`config.mk`:
```
export PLATFORM = sky130hd
export DESIGN_NAME = io_controller_flat
export DESIGN_NICKNAME = d
export VERILOG_FILES = /design/src/rtl/io_controller_if.sv /design/src/rtl/io_controller.sv /design/src/flat_wrapper.sv
export SDC_FILE = /design/constraint.sdc
export NUM_CORES = 1
export LEC_CHECK = 0
export CAP_MARGIN = 5
export CORE_ASPECT_RATIO = 1.25
export CORE_MARGIN = 1.5
export CORE_UTILIZATION = 45
export DETAILED_ROUTE_END_ITERATION = 8
export GPL_TIMING_DRIVEN = 0
export PLACE_DENSITY = 0.79
export SYNTH_ARGS = -nofsm -noshare
export SYNTH_HDL_FRONTEND = slang
export SYNTH_SLANG_ARGS = --single-unit
```
`constraint.sdc`:
```
create_clock -name clk -period 2.2 [get_ports clk]
set_clock_uncertainty 0.1 [all_clocks]
set_input_delay 0.44 -clock clk [delete_from_list [all_inputs] [get_ports clk]]
set_output_delay 0.44 -clock clk [all_outputs]
set_load 0.01 [all_outputs]
```
`src/rtl/io_controller_if.sv`:
```
// Character I/O bundle between keyboard/display pins, CPU control unit and io_controller.
// Latency: none, wires only.
// Backpressure: none; master drives strobes and data, slave returns registers and flags.
interface io_controller_if #(
  parameter int DATA_W = 8
);
  logic [DATA_W-1:0] key_data;
  logic              key_strobe;
  logic              inp_ack;
  logic              out_load;
  logic [DATA_W-1:0] ac_low;
  logic              ien_set;
  logic              ien_clr;
  logic              int_ack;
  logic [DATA_W-1:0] inpr;
  logic              fgi;
  logic              overrun;
  logic [DATA_W-1:0] outr;
  logic              fgo;
  logic              display_strobe;
  logic              ien;
  logic              int_req;

  modport master (
    output key_data, key_strobe, inp_ack, out_load, ac_low, ien_set, ien_clr, int_ack,
    input  inpr, fgi, overrun, outr, fgo, display_strobe, ien, int_req
  );

  modport slave (
    input  key_data, key_strobe, inp_ack, out_load, ac_low, ien_set, ien_clr, int_ack,
    output inpr, fgi, overrun, outr, fgo, display_strobe, ien, int_req
  );
endinterface

```
`src/rtl/io_controller.sv`:
```
// Keyboard/display character sequencer: INPR/FGI capture, OUTR pacing with FGO, interrupt request R.
// Latency: key_strobe rise to fgi in 3 edges; out_load to display_strobe in OUT_BUSY_CYCLES edges.
// Backpressure: none; CPU polls fgi/fgo, chars arriving while fgi=1 are dropped (overrun), busy loads ignored.
module io_controller #(
  parameter int DATA_W          = 8,
  parameter int OUT_BUSY_CYCLES = 16
) (
  input logic           clk,
  input logic           reset,
  io_controller_if.slave io
);

  localparam logic [7:0] BUSY_INIT = 8'(OUT_BUSY_CYCLES - 1);

  typedef enum logic [1:0] {
    IDLE = 2'd0,
    BUSY = 2'd1,
    DONE = 2'd2
  } out_state_t;

  logic              s1, s2, s3;
  logic              key_edge;

  logic [DATA_W-1:0] inpr_q, inpr_d;
  logic              fgi_q, fgi_d;
  logic              ovr_q, ovr_d;

  out_state_t        state_q, state_d;
  logic [7:0]        cnt_q, cnt_d;
  logic [DATA_W-1:0] outr_q, outr_d;
  logic              fgo;
  logic              disp_stb;

  logic              ien_q, ien_d;
  logic              req_q, req_d;

  // key_strobe is asynchronous: two flops for metastability, third for edge detect
  always_ff @(posedge clk or negedge reset) begin
    if (!reset) begin
      s1 <= 1'b0;
      s2 <= 1'b0;
      s3 <= 1'b0;
    end else begin
      s1 <= io.key_strobe;
      s2 <= s1;
      s3 <= s2;
    end
  end

  assign key_edge = s2 & ~s3;

  // An ack in the same cycle as a new char consumes the old one, so the new one loads cleanly
  always_comb begin
    inpr_d = inpr_q;
    fgi_d  = fgi_q;
    ovr_d  = ovr_q;
    if (key_edge) begin
      if (!fgi_q || io.inp_ack) begin
        inpr_d = io.key_data;
        fgi_d  = 1'b1;
      end else begin
        ovr_d = 1'b1;
      end
    end else if (io.inp_ack && fgi_q) begin
      fgi_d = 1'b0;
      ovr_d = 1'b0;
    end
  end

  always_ff @(posedge clk or negedge reset) begin
    if (!reset) begin
      inpr_q <= '0;
      fgi_q  <= 1'b0;
      ovr_q  <= 1'b0;
    end else begin
      inpr_q <= inpr_d;
      fgi_q  <= fgi_d;
      ovr_q  <= ovr_d;
    end
  end

  always_ff @(posedge clk or negedge reset) begin
    if (!reset) begin
      state_q <= IDLE;
      cnt_q   <= 8'd0;
      outr_q  <= '0;
    end else begin
      state_q <= state_d;
      cnt_q   <= cnt_d;
      outr_q  <= outr_d;
    end
  end

  // fgo is decoded from state so an async reset restores it without a clock
  always_comb begin
    state_d  = state_q;
    cnt_d    = cnt_q;
    outr_d   = outr_q;
    fgo      = 1'b0;
    disp_stb = 1'b0;
    case (state_q)
      IDLE: begin
        fgo = 1'b1;
        if (io.out_load) begin
          outr_d  = io.ac_low;
          cnt_d   = BUSY_INIT;
          state_d = BUSY;
        end
      end
      BUSY: begin
        if (cnt_q == 8'd0) begin
          state_d = DONE;
        end else begin
          cnt_d = cnt_q - 8'd1;
        end
      end
      DONE: begin
        disp_stb = 1'b1;
        state_d  = IDLE;
      end
      default: begin
        state_d = IDLE;
      end
    endcase
  end

  // int_ack beats everything; R is sticky until acknowledged
  always_comb begin
    ien_d = ien_q;
    req_d = req_q;
    if (io.int_ack) begin
      ien_d = 1'b0;
      req_d = 1'b0;
    end else begin
      if (io.ien_clr) begin
        ien_d = 1'b0;
      end else if (io.ien_set) begin
        ien_d = 1'b1;
      end
      if (ien_q && (fgi_q || fgo)) begin
        req_d = 1'b1;
      end
    end
  end

  always_ff @(posedge clk or negedge reset) begin
    if (!reset) begin
      ien_q <= 1'b0;
      req_q <= 1'b0;
    end else begin
      ien_q <= ien_d;
      req_q <= req_d;
    end
  end

  assign io.inpr           = inpr_q;
  assign io.fgi            = fgi_q;
  assign io.overrun        = ovr_q;
  assign io.outr           = outr_q;
  assign io.fgo            = fgo;
  assign io.display_strobe = disp_stb;
  assign io.ien            = ien_q;
  assign io.int_req        = req_q;

endmodule

```
`src/flat_wrapper.sv`:
```
// flat-port wrapper written by rule: the top's interface ports become plain ports
module io_controller_flat 
#(
  parameter int DATA_W          = 8,
  parameter int OUT_BUSY_CYCLES = 16
)
  (clk, reset, io_key_data, io_key_strobe, io_inp_ack, io_out_load, io_ac_low, io_ien_set, io_ien_clr, io_int_ack, io_inpr, io_fgi, io_overrun, io_outr, io_fgo, io_display_strobe, io_ien, io_int_req);
  io_controller_if #(.DATA_W(DATA_W)) io_i ();
  input logic clk;
  input logic reset;
  input wire logic [$bits(io_i.key_data)-1:0] io_key_data;
  input wire logic [$bits(io_i.key_strobe)-1:0] io_key_strobe;
  input wire logic [$bits(io_i.inp_ack)-1:0] io_inp_ack;
  input wire logic [$bits(io_i.out_load)-1:0] io_out_load;
  input wire logic [$bits(io_i.ac_low)-1:0] io_ac_low;
  input wire logic [$bits(io_i.ien_set)-1:0] io_ien_set;
  input wire logic [$bits(io_i.ien_clr)-1:0] io_ien_clr;
  input wire logic [$bits(io_i.int_ack)-1:0] io_int_ack;
  output wire logic [$bits(io_i.inpr)-1:0] io_inpr;
  output wire logic [$bits(io_i.fgi)-1:0] io_fgi;
  output wire logic [$bits(io_i.overrun)-1:0] io_overrun;
  output wire logic [$bits(io_i.outr)-1:0] io_outr;
  output wire logic [$bits(io_i.fgo)-1:0] io_fgo;
  output wire logic [$bits(io_i.display_strobe)-1:0] io_display_strobe;
  output wire logic [$bits(io_i.ien)-1:0] io_ien;
  output wire logic [$bits(io_i.int_req)-1:0] io_int_req;
  assign io_i.key_data = io_key_data;
  assign io_i.key_strobe = io_key_strobe;
  assign io_i.inp_ack = io_inp_ack;
  assign io_i.out_load = io_out_load;
  assign io_i.ac_low = io_ac_low;
  assign io_i.ien_set = io_ien_set;
  assign io_i.ien_clr = io_ien_clr;
  assign io_i.int_ack = io_int_ack;
  assign io_inpr = io_i.inpr;
  assign io_fgi = io_i.fgi;
  assign io_overrun = io_i.overrun;
  assign io_outr = io_i.outr;
  assign io_fgo = io_i.fgo;
  assign io_display_strobe = io_i.display_strobe;
  assign io_ien = io_i.ien;
  assign io_int_req = io_i.int_req;
  io_controller #(.DATA_W(DATA_W), .OUT_BUSY_CYCLES(OUT_BUSY_CYCLES)) u_core (.clk(clk), .reset(reset), .io(io_i));
endmodule
```
==> run summary <==
status -> finished clean
CP Cell Sequence -> nor2b_1 > clkdlybuf4s50_1
vias in the first global route -> 1083
Mapped Nets -> 132
Area growth syn-to-layout -> 39.4%
Max clock buf depth -> 2
Die Wd -> 52.8 um
DP HPWL -> 2120 um
startpoint types -> register
Initial Utilization -> 47.5%
mux contribution to synthesized area -> 15.1%
std cell rows -> 22
max_cap viols -> 0
gr usage total -> 18.2%
Post-CTS Repair Setup Buffers -> 0
Post-Synth Adder-Cell Area -> 0.895%
Clk Latency, worst-skew pair -> 0.32 ns
sequential-to-total area share from yosys stat -> 59.1%
post-route ant nets -> 0
port bufs -> 45
die area -> 3450 um2
Worst path top cell family by delay -> buffers and inverters
Total Nets Final -> 184
setup TNS -> 0 ns
Crit Path Class -> reg2out
RSZ-0062 raised after global routing -> false
drt total wl -> 2720 um
Slew headroom -> 54.2%
Worst Max-Slew Pin Slew -> 0.686 ns
crit path DAT -> 1.55 ns
worst min-delay path category -> in2async
mean post-synth cell area -> 13.1 um2
met3 WL -> 268 um
peak supply drop -> 0.000649 V
M1 WL -> 1020 um
CP max FO -> 8
Synth Area in Compound Gates -> 7.52%
H-tree Lvls -> 2
IO Count -> 46
largest family of logic cells by synthesized area -> multiplexers
initial antenna violation count -> 0
unique cell type count in the Yosys netlist -> 37
TritonCTS Buffers -> 5
r2r setup slk -> 0.30 ns
cell count after synthesis -> 107
post-placement cell area -> 1890 um2
Clock transition at path regs -> 0.10 ns
largest net degree at the start of global routing -> 34
min Tclk post-route -> 2.09 ns
leak pwr -> 0.834 nW
Hold Vio Cnt, Final -> 0
Period Utilization, post-route -> 95.0%
core area -> 2950 um2
Reg-to-Reg End -> u_core.cnt_q[4]$_DFFE_PN0P_
via count -> 1027
Top Metal Used -> met4
Pwr per Cell Area -> 1090 nW/um2
initial DRC count -> 18
global-route wire length before repair -> 4520 um
crit-path max cell delay -> 0.54 ns
per-cell routed wire length -> 14.0 um
Final Max Slew Viols -> 0
root buffer cell -> clkbuf_4
DRT Pass-1 Iters -> 4
Post-Synthesis Cell Area -> 1400 um2
CTS Hold Bufs -> 0
CP max-delay cell -> clkdlybuf4s50_1
vias per std cell -> 5.27
Placer Congestion -> 0.800
Storage cell area -> 826 um2
Synth Area in Simple Gates -> 14.4%
Die Y -> 65.3 um
Fillers -> 211
area occupied by multi-input gates -> 551 um2
reg-to-reg startpoint -> u_core.cnt_q[0]$_DFFE_PN0P_
top area cells in the synthesized netlist -> dfrtp_1 59%, mux2_2 14%, nor2_1 2.1%
post_cts resized -> 0
xor and xnor area share after synthesis -> 1.25%
share of cells above drive strength 1 -> 20.1%
grt total ovfl -> 0
WP buf/inv -> 1
CTS tree -> done
Remaining DRCs -> 0
met2 wire len -> 1420 um
Yosys top cell area share -> 59.1%
CP endpoint kind -> primary output
Fmax -> 478 MHz
post-route cell area -> 1950 um2
CP Data Required Time -> 1.66 ns
Final Util -> 66.1%
final setup violation count -> 0
CTS Sinks -> 33
Yosys top cell by area -> dfrtp_1
Worst R2R Path Depth -> 6
ant diodes -> 0
flops & latches, synth -> 33
YS warnings -> 0
-- cell usage after synthesis --
cell type and n:
or4_1 1, xor2_1 2, nor3b_1 1, nor3_1 2
mux2i_1 2, o21bai_1 1, nand3b_1 1, nand3_1 2
a31oi_1 1, and2_0 1, dfrtp_1 33, and3_1 1
nor4b_2 1, and2b_1 1, buf_2 1, nor2b_1 2
a21oi_1 3, o211ai_2 1, o31ai_1 1, or3_1 1
nor2_1 8, or4b_4 1, inv_1 3, buf_4 1
o2bb2ai_1 1, o21ai_0 3, nor2_2 1, mux2_2 17
nand4_1 1, a22o_1 1, nor4b_1 1, a211o_1 1
nand2_1 3, nor3_4 1, ha_1 1, a22oi_1 2
nand2b_1 2
-- area by class of cell --
cell class / count / area share [%]
Sequential cell: 33 / 42.4
Multi-Input combinational cell: 69 / 28.3
Timing Repair Buffer: 45 / 23.0
Clock buffer: 7 / 2.83
Tap cell: 36 / 2.31
Buffer: 2 / 0.642
Inverter: 3 / 0.578
-- worst max-delay path by stage --
| stage | from | end | slack (ns) | cells after the start |
|---|---|---|---|---|
| floorplan | u_core.cnt_q[0]$_DFFE_PN0P_ | u_core.cnt_q[4]$_DFFE_PN0P_ | 0.47 | 6 |
| global placement | reset | u_core.s3$_DFF_PN0_ | -0.01 | 1 |
| detailed placement | io_out_load | u_core.io.outr[2]$_DFFE_PN0P_ | 0.21 | 4 |
| CTS | u_core.state_q[0]$_DFFE_PN0P_ | io_fgo | 0.04 | 3 |
| global route | u_core.state_q[1]$_DFFE_PN0P_ | io_display_strobe | 0.01 | 2 |
| finish | u_core.state_q[1]$_DFFE_PN0P_ | io_display_strobe | 0.11 | 2 |
-- routing by layer --
metal  vias to the layer above  global-route usage, %
met5                         -                      0
met4                         0                   5.77
met3                         2                   10.9
met2                        37                   30.9
met1                       502                   18.1
li1                        486                      -
-- sequential cells by signal, summed over array words and instances, names as in the netlist --
signal / cells
u_core.s2: 1
u_core.io.ien: 1
u_core.io.inpr: 8
u_core.s1: 1
u_core.io.int_req: 1
u_core.io.fgi: 1
u_core.io.overrun: 1
u_core.io.outr: 8
u_core.s3: 1
u_core.cnt_q: 8
u_core.state_q: 2
-- cell families (layout without fill, tap and decap cells) --
group	after synthesis	after routing
compound gates	15	15
buf+inv	5	57
fa+ha+maj	1	1
flops	33	33
simple gates	32	32
mux	19	19
xor+xnor	2	2
-- through the flow --
step | power (mW) | hold WS (ns) | std cells | setup slack, ns
after floorplan | 1.42 | 0.0444 | 107 | 0.466
after global placement | 1.76 | 0.240 | 188 | -0.0140
after detailed placement | 1.81 | 0.260 | 188 | 0.208
after CTS | 2.14 | 0.0691 | 195 | 0.0383
after global routing | 2.26 | 0.0971 | 195 | 0.0129
final | 2.12 | 0.0528 | 195 | 0.110
-- where the power goes --
| group | total [mW] | switching, mW | internal (mW) | leakage [nW] |
|---|---|---|---|---|
| combinational | 0.819 | 0.334 | 0.486 | 0.405 |
| sequential | 0.970 | 0.175 | 0.796 | 0.398 |
| clock | 0.328 | 0.177 | 0.151 | 0.0314 |
-- layout by cell type (no fill, tap or decap), drive strengths merged, types with 2 or more instances in the layout --
cell	netlist	routed
clkdlybuf4s50	0	43
nor2	9	9
nor2b	2	2
a22oi	2	2
xor2	2	2
inv	3	3
nand2b	2	2
nand2	3	3
nand3	2	2
nor4b	2	2
nor3	3	3
mux2i	2	2
buf	2	3
clkbuf	0	7
a21oi	3	3
dfrtp	33	33
mux2	17	17
o21ai	3	3
-- worst reg2reg max path, delay by kind of cell (launching register included) --
kind,cells,cell delay (ns)
compound gates,2,0.27
fa+ha+maj,1,0.23
buf+inv,1,0.11
flops,1,0.42
simple gates,2,0.64
(Power assumes the default switching activity.)
